**config.mk**
```make
export PLATFORM = sky130hd
export DESIGN_NAME = or_reduce_arb
export DESIGN_NICKNAME = d
export VERILOG_FILES = /design/src/rtl/or_reduce_arb.sv
export SDC_FILE = /design/constraint.sdc
export NUM_CORES = 1
export LEC_CHECK = 0
export CORE_MARGIN = 2
export CORE_UTILIZATION = 48
export CTS_BUF_LIST = sky130_fd_sc_hd__clkbuf_4
export DETAILED_ROUTE_END_ITERATION = 10
export GPL_ROUTABILITY_DRIVEN = 0
export MAX_ROUTING_LAYER = met4
export PLACE_DENSITY = 0.9
export SLEW_MARGIN = 25
export SYNTH_ARGS = -nofsm -noshare
export SYNTH_HDL_FRONTEND = slang
export SYNTH_SLANG_ARGS = --single-unit
```
**constraint.sdc**
```tcl
create_clock -name i_clk -period 2.8 [get_ports i_clk]
set_input_delay 0.42 -clock i_clk [delete_from_list [all_inputs] [get_ports i_clk]]
set_output_delay 0.42 -clock i_clk [all_outputs]
set_load 0.05 [all_outputs]
```
**src/rtl/or_reduce_arb.sv**
```systemverilog
// or_reduce_arb: round-robin front end for a shared D-bit OR accumulator.
// The granted requester streams N words over valid/ready. The block ORs
// them into an accumulator and presents the result tagged with the owner id.
module or_reduce_arb #(
    parameter int R = 4,
    parameter int N = 4,
    parameter int D = 16
) (
    input  logic                                i_clk,
    input  logic                                i_rst_n,
    input  logic [R-1:0]                        i_req,
    output logic [R-1:0]                        o_gnt,
    input  logic [R-1:0]                        i_valid,
    input  logic [D-1:0]                        i_data [R-1:0],
    output logic [R-1:0]                        o_ready,
    output logic [D-1:0]                        o_result,
    output logic                                o_result_valid,
    output logic [((R > 1) ? $clog2(R) : 1)-1:0] o_result_id,
    input  logic                                i_result_ready,
    output logic                                o_busy
);

    localparam int IW = (R > 1) ? $clog2(R) : 1;
    localparam int CW = (N > 1) ? $clog2(N + 1) : 1;

    localparam logic [1:0] IDLE   = 2'd0;
    localparam logic [1:0] ACCUM  = 2'd1;
    localparam logic [1:0] RESULT = 2'd2;

    localparam logic [CW-1:0] LAST_BEAT = CW'(N - 1);
    localparam logic [R-1:0]  ONE_HOT0  = R'(1);

    logic [1:0]    state;
    logic [R-1:0]  grant;
    logic [IW-1:0] grant_id;
    logic [IW-1:0] ptr;
    logic [D-1:0]  acc;
    logic [D-1:0]  result;
    logic          result_valid;
    logic [CW-1:0] count;

    logic          sel_found;
    logic [IW-1:0] sel_idx;
    logic [IW-1:0] cand;
    logic [IW-1:0] next_ptr;
    logic [D-1:0]  beat_data;

    // (base + off) mod R without relying on R being a power of two
    function automatic logic [IW-1:0] wrap_add(input logic [IW-1:0] base, input int off);
        int s;
        s = int'(base) + off;
        if (s >= R) s = s - R;
        return IW'(s);
    endfunction

    // Pick the first active request at or above ptr, wrapping to 0
    always_comb begin
        sel_found = 1'b0;
        sel_idx   = '0;
        cand      = '0;
        for (int k = 0; k < R; k++) begin
            cand = wrap_add(ptr, k);
            if (!sel_found && i_req[cand]) begin
                sel_found = 1'b1;
                sel_idx   = cand;
            end
        end
    end

    // Pointer moves past the owner when its job finishes or aborts
    always_comb begin
        next_ptr  = wrap_add(grant_id, 1);
        beat_data = i_data[grant_id];
    end

    // Main sequencer: grant, accumulate beats, hold result until consumed
    always_ff @(posedge i_clk or negedge i_rst_n) begin
        if (!i_rst_n) begin
            state        <= IDLE;
            grant        <= '0;
            grant_id     <= '0;
            ptr          <= '0;
            acc          <= '0;
            result       <= '0;
            result_valid <= 1'b0;
            count        <= '0;
        end else begin
            case (state)
                IDLE: begin
                    if (sel_found) begin
                        grant    <= ONE_HOT0 << sel_idx;
                        grant_id <= sel_idx;
                        acc      <= '0;
                        count    <= '0;
                        state    <= ACCUM;
                    end
                end
                ACCUM: begin
                    // A dropped request wins over a beat in the same cycle
                    if (!i_req[grant_id]) begin
                        grant <= '0;
                        ptr   <= next_ptr;
                        acc   <= '0;
                        count <= '0;
                        state <= IDLE;
                    end else if (i_valid[grant_id]) begin
                        if (count == LAST_BEAT) begin
                            result       <= acc | beat_data;
                            result_valid <= 1'b1;
                            count        <= '0;
                            state        <= RESULT;
                        end else begin
                            acc   <= acc | beat_data;
                            count <= count + 1'b1;
                        end
                    end
                end
                RESULT: begin
                    if (i_result_ready) begin
                        result_valid <= 1'b0;
                        grant        <= '0;
                        ptr          <= next_ptr;
                        state        <= IDLE;
                    end
                end
                default: begin
                    state <= IDLE;
                end
            endcase
        end
    end

    // Outputs come straight from registered state; no path from i_valid
    always_comb begin
        o_gnt          = grant;
        o_ready        = (state == ACCUM) ? grant : '0;
        o_result       = result;
        o_result_valid = result_valid;
        o_result_id    = grant_id;
        o_busy         = (state != IDLE);
    end

endmodule

```
==> impl_metrics.env, run 1 <==
export IMPL_synthTopCellsByArea="dfrtp_1, mux4_2, o21ai_0"
export IMPL_multi_input_area_um2=1300
export IMPL_core_um2=5110
export IMPL_finalCritPeriodShare_pct=88.4
export IMPL_ir_drop_uv=790
export IMPL_netlist_area_um2=2530
export IMPL_grt_pass1_vias=2349
export IMPL_cts_root_buf="clkbuf_4"
export IMPL_ys_ff_latch=46
export IMPL_yosysWarnings=0
export IMPL_wire_per_inst_um=16.2
export IMPL_synth_edff_count=0
export IMPL_yosysTopAreaCell="dfrtp_1"
export IMPL_drtAntennaViolNets=0
export IMPL_yosysTopAreaCellShare_pct=45.5
export IMPL_via_per_inst=5.60
export IMPL_portBuffers=102
export IMPL_path_cells="inv_1 > ha_1 > inv_1 > clkdlybuf4s50_1"
export IMPL_slew_headroom_pct=62.2
export IMPL_synth_common_cells="dfrtp_1, o21ai_0, nand2_1, nor2_1, mux4_2"
export IMPL_crit_arrival_ps=2060
export IMPL_area_growth_pct=46.5
export IMPL_ys_async_sr_fraction_pct=100
export IMPL_antenna_found_initial=0
export IMPL_fin_nets=413
export IMPL_top_layer="met4"
export IMPL_path_class="reg -> out"
export IMPL_syn_num_nets=311
export IMPL_grt_pass1_wl_mm=10.8
export IMPL_grt_overflow_total=0
export IMPL_maxCapViolCount=0
export IMPL_place_detailed_hpwl_mm=4.99
export IMPL_drive_above_1_share_pct=11.4
export IMPL_drc=0
export IMPL_firstDrtPassIters=5
export IMPL_grt_util_all_layers_pct=23.9
export IMPL_end_kind="output pin"
export IMPL_path_common_cell="inv_1"
export IMPL_clk_pin_slew_ps=130
export IMPL_pin_count=103
export IMPL_p_sw_share_pct=46.2
export IMPL_p_int_mw=1.85
export IMPL_hp_class="in -> async"
export IMPL_cts_max_level=2
export IMPL_antenna_cells=0
export IMPL_reg2reg_slack_ps=590
export IMPL_clock_skew_ps=7.92
export IMPL_place_inst=396
export IMPL_pwr_share_seq_pct=31.6
export IMPL_dr_wl_met3_um=367
export IMPL_critPathLaunchType="flip-flop"
export IMPL_p_sw_mw=1.59
export IMPL_rsz0062_at_grt="no"
export IMPL_r2r_start="o_result_id[1]$_DFFE_PN0P_"
export IMPL_grt_max_degree=47
export IMPL_setup_viol=0
export IMPL_num_rows=26
export IMPL_cts_sinks=46
export IMPL_cts_tree="yes"
export IMPL_synth_cell_types=37
export IMPL_critPathMaxStageDelay_ps=810
export IMPL_drt_met1_wl_mm=2.67
export IMPL_clockPowerShare_pct=9.2
export IMPL_clock_path_buffers=2
export IMPL_vias=2263
export IMPL_die_w_um=76.6
export IMPL_power_leakage_nw=1.70
export IMPL_reg2regPathDepth=4
export IMPL_fmax_mhz=404
export IMPL_slowest_stage="clkdlybuf4s50_1"
export IMPL_seq_area_um2=1150
export IMPL_synth_ff_type="dfrtp_1"
export IMPL_ys_seq_area_share_pct=45.5
export IMPL_rr_endpoint="acc[9]$_DFFE_PN0P_"
export IMPL_power_density_nw_per_um2=929
export IMPL_drt_iter0_drc=141
export IMPL_fp_dieH_um=76.6
export IMPL_worstMarginPinSlew_ps=567
export IMPL_maxSlewViolCount=0
export IMPL_initial_core_util_pct=49.5
export IMPL_drt_total_wl_mm=6.53
export IMPL_p_comb_share_pct=59.2
export IMPL_tns_ps=0
export IMPL_worstPathRequired_ps=2380
export IMPL_status="finished, final reports clean"
export IMPL_hold_buffers=0
export IMPL_synth_most_common_cell="dfrtp_1"
export IMPL_syn_avg_cell_area_um2=10.9
export IMPL_cts_made_buffers=5
export IMPL_hold_viol=0
export IMPL_final_cells=404
export IMPL_clk_latency_ps=360
export IMPL_syn_instance_count=231
export IMPL_fillers=382
export IMPL_critPathMaxFanout=5
export IMPL_met2_length_mm=3.44
export IMPL_fp_dieArea_um2=5860
export IMPL_finalCriticalPeriod_ps=2480
export IMPL_startpoint="state[0]$_DFFE_PN0P_"
==> repair_timing <==
| action | CTS | global route |
|---|---|---|
| gates resized for setup | 0 | 4 |
| endpoints found under the setup margin | 0 | 4 |
| setup buffers | 0 | 0 |
==> kinds of logic (layout without fill, tap and decap cells) <==
group / Yosys count / count (layout) / share of synthesized area (%)
simple gates: 71 / 71 / 13.3
compound gates: 69 / 69 / 18.0
flops: 46 / 46 / 45.5
mux: 21 / 21 / 17.4
buf+inv: 18 / 121 / 2.92
fa+ha+maj: 5 / 5 / 2.48
xor+xnor: 1 / 1 / 0.347
==> power by group through the flow <==
stage | sequential [mW] | clock [mW] | combinational, mW
2_1_floorplan | 1.37 | 0 | 1.12
3_3_place_gp | 1.09 | 0 | 1.98
3_5_place_dp | 1.10 | 0 | 2.05
4_1_cts | 1.09 | 0.321 | 2.05
5_1_grt | 1.12 | 0.348 | 2.19
6_report | 1.09 | 0.315 | 2.04
==> final cells by class <==
type | count | area share (%)
Inverter | 5 | 0.507
Clock buffer | 5 | 1.01
Multi-Input combinational cell | 167 | 35.2
Tap cell | 70 | 2.37
Clock inverter | 3 | 0.575
Sequential cell | 46 | 31.1
Timing Repair Buffer | 108 | 29.3
==> worst max-delay path: cells and delay by family, from the launching register on <==
kind | cells | cell delay, ps
flip-flops | 1 | 420
adder cells (fa/ha/maj) | 1 | 260
buffers and inverters | 3 | 1010
==> placed cells by master, fill, tap and decap left out, types with 6 or more instances in the layout <==
master,instances
o2bb2ai_1,6
a21oi_1,8
nand2_1,23
dfrtp_1,46
nor2_1,21
o21ai_0,24
a21o_1,13
clkdlybuf4s50_1,96
mux4_2,17
buf_4,7
nor4_1,11
==> per-layer routing <==
metal,global-route usage (%),up-vias
met2,42.5,90
li1,-,1070
met3,4.03,7
met5,-,-
met4,6.18,0
met1,28.4,1096
==> flip-flops by register name, summed over array words and instances (netlist names) <==
name            flops
acc                16
o_result           16
o_gnt               4
count               3
o_result_id         2
ptr                 2
state               2
o_result_valid      1
==> worst max path at each step <==
stage,slack [ps],cells past startpoint,end
final,320,4,o_busy
after floorplan,570,4,o_gnt[0]$_DFFE_PN0P_
after CTS,60,4,o_ready[2]
after global routing,250,4,o_busy
after global placement,380,5,o_gnt[0]$_DFFE_PN0P_
after detailed placement,270,5,o_gnt[3]$_DFFE_PN0P_
==> per-stage QoR <==
step	total power, mW	area (um2)	util, %	hold slack, ps	worst slack [ps]
after floorplan	2.49	2530	-	124	565
after global placement	3.07	3630	71.1	459	382
after detailed placement	3.15	3630	71.1	468	266
after CTS	3.46	3690	72.2	236	60.0
after global routing	3.66	3700	72.5	62.3	251
final	3.44	3700	72.5	34.0	324
(Power assumes the default switching activity.)
==> run 2: changes to the inputs <==
--- a/config.mk
+++ b/config.mk
@@ -12,7 +12,6 @@
 export GPL_ROUTABILITY_DRIVEN = 0
 export MAX_ROUTING_LAYER = met4
 export PLACE_DENSITY = 0.9
-export SLEW_MARGIN = 25
 export SYNTH_ARGS = -nofsm -noshare
 export SYNTH_HDL_FRONTEND = slang
 export SYNTH_SLANG_ARGS = --single-unit
==> run 2 against run 1 <==
Cell count unchanged. Sequential cell count unchanged. First-iteration DRC count down 12%. Clock power about the same. Utilization about the same.
==> impl_metrics.env, run 2 (synthesized netlist as in run 1, its figures left out) <==
export IMPL_cts_resized=0
export IMPL_cts_made_buffers=5
export IMPL_fp_dieH_um=76.6
export IMPL_power_density_nw_per_um2=931
export IMPL_cts_root_buf="clkbuf_4"
export IMPL_grt_overflow_total=0
export IMPL_antenna_cells=0
export IMPL_clk_latency_ps=360
export IMPL_layout_commonest_cell="clkdlybuf4s50_1"
export IMPL_pin_count=103
export IMPL_met2_length_mm=3.47
export IMPL_power_leakage_nw=1.70
export IMPL_antenna_found_initial=0
export IMPL_critPathMaxStageDelay_ps=810
export IMPL_area_growth_pct=46.4
export IMPL_clock_path_buffers=2
export IMPL_path_class="reg -> out"
export IMPL_worstPathRequired_ps=2380
export IMPL_critPathMaxFanout=5
export IMPL_seq_area_um2=1150
export IMPL_status="finished, final reports clean"
export IMPL_cts_tree="yes"
export IMPL_slowest_stage="clkdlybuf4s50_1"
export IMPL_cp_buffers_inverters=3
export IMPL_drive_above_1_share_pct=11.4
export IMPL_grt_pass1_wl_mm=10.8
export IMPL_top_layer="met4"
export IMPL_firstDrtPassIters=4
export IMPL_fmax_mhz=404
export IMPL_via_per_inst=5.59
export IMPL_multi_input_area_um2=1300
export IMPL_maxSlewViolCount=0
export IMPL_drt_met1_wl_mm=2.70
export IMPL_worstMarginPinSlew_ps=987
export IMPL_hp_class="in -> async"
export IMPL_cts_max_level=2
export IMPL_hold_buffers=0
export IMPL_place_detailed_hpwl_mm=4.99
export IMPL_crit_arrival_ps=2060
export IMPL_critical_path_top_delay_family="buffers and inverters"
export IMPL_fp_dieArea_um2=5860
export IMPL_finalCritPeriodShare_pct=88.5
export IMPL_initial_core_util_pct=49.5
export IMPL_p_total_mw=3.44
export IMPL_die_w_um=76.6
export IMPL_core_um2=5110
export IMPL_drtAntennaViolNets=0
export IMPL_maxCapViolCount=0
export IMPL_num_rows=26
export IMPL_rsz0062_at_grt="no"
export IMPL_dr_wl_met3_um=334
export IMPL_tns_ps=0
export IMPL_ir_drop_uv=794
export IMPL_finalCriticalPeriod_ps=2480
export IMPL_cts_setup_buffers=0
export IMPL_setup_viol=0
export IMPL_cts_sinks=46
export IMPL_clock_skew_ps=9.29
export IMPL_grt_pass1_vias=2349
export IMPL_end_kind="output pin"
export IMPL_drc=0
export IMPL_hold_viol=0
export IMPL_drt_total_wl_mm=6.56
export IMPL_grt_util_all_layers_pct=23.9
export IMPL_vias=2259
export IMPL_fillers=381
export IMPL_wire_per_inst_um=16.2
export IMPL_slew_headroom_pct=34.2
export IMPL_final_cell_mix="clkdlybuf4s50_1, dfrtp_1, o21ai_0"
export IMPL_drt_iter0_drc=124
export IMPL_portBuffers=102
export IMPL_grt_max_degree=47
export IMPL_fin_nets=413
export IMPL_path_common_cell="inv_1"
export IMPL_critPathLaunchType="flip-flop"
export IMPL_clk_pin_slew_ps=130
export IMPL_path_cells="inv_1 > ha_1 > inv_1 > clkdlybuf4s50_1"
run 2: worst paths after layout:
path	slack, ps	cells after the start	from	end
worst max-delay path	320	4	state[0]$_DFFE_PN0P_	o_busy
worst max register to register	560	4	o_result_id[1]$_DFFE_PN0P_	acc[9]$_DFFE_PN0P_
max in group asynchronous	1990	1	i_rst_n	acc[13]$_DFFE_PN0P_
worst min register to register	490	1	acc[8]$_DFFE_PN0P_	acc[8]$_DFFE_PN0P_
min in group i_clk	490	1	acc[8]$_DFFE_PN0P_	acc[8]$_DFFE_PN0P_
worst min-delay path	210	1	i_rst_n	o_gnt[3]$_DFFE_PN0P_
run 2: layer usage:
layer / track usage (%) / up-vias
met4: 6.18 / 0
met3: 4.03 / 7
li1: - / 1068
met2: 42.5 / 82
met5: - / -
met1: 28.4 / 1102
run 2: stage by stage:
step | hold WS [ps] | setup slack, ps | cells | area [um2] | utilization, %
floorplan | 124 | 565 | 231 | 2530 | -
global route | 271 | 251 | 404 | 3700 | 72.4
finish | 207 | 322 | 404 | 3700 | 72.4
CTS | 236 | 60.0 | 404 | 3690 | 72.2
detailed placement | 468 | 266 | 396 | 3630 | 71.1
global placement | 459 | 382 | 396 | 3630 | 71.1
run 2: power by group:
group	switching (mW)	internal, mW	total, mW	leakage [nW]
Combinational	1.18	0.856	2.04	1.05
Sequential	0.195	0.895	1.09	0.622
Clock	0.218	0.0979	0.316	0.0312
run 2: layout make-up:
cell class | instances | area share, %
clock buffer | 5 | 1.01
clock inverter | 3 | 0.575
inverter | 5 | 0.507
multi-input combinational | 167 | 35.2
sequential | 46 | 31.1
tap | 70 | 2.37
timing repair buffer | 108 | 29.2
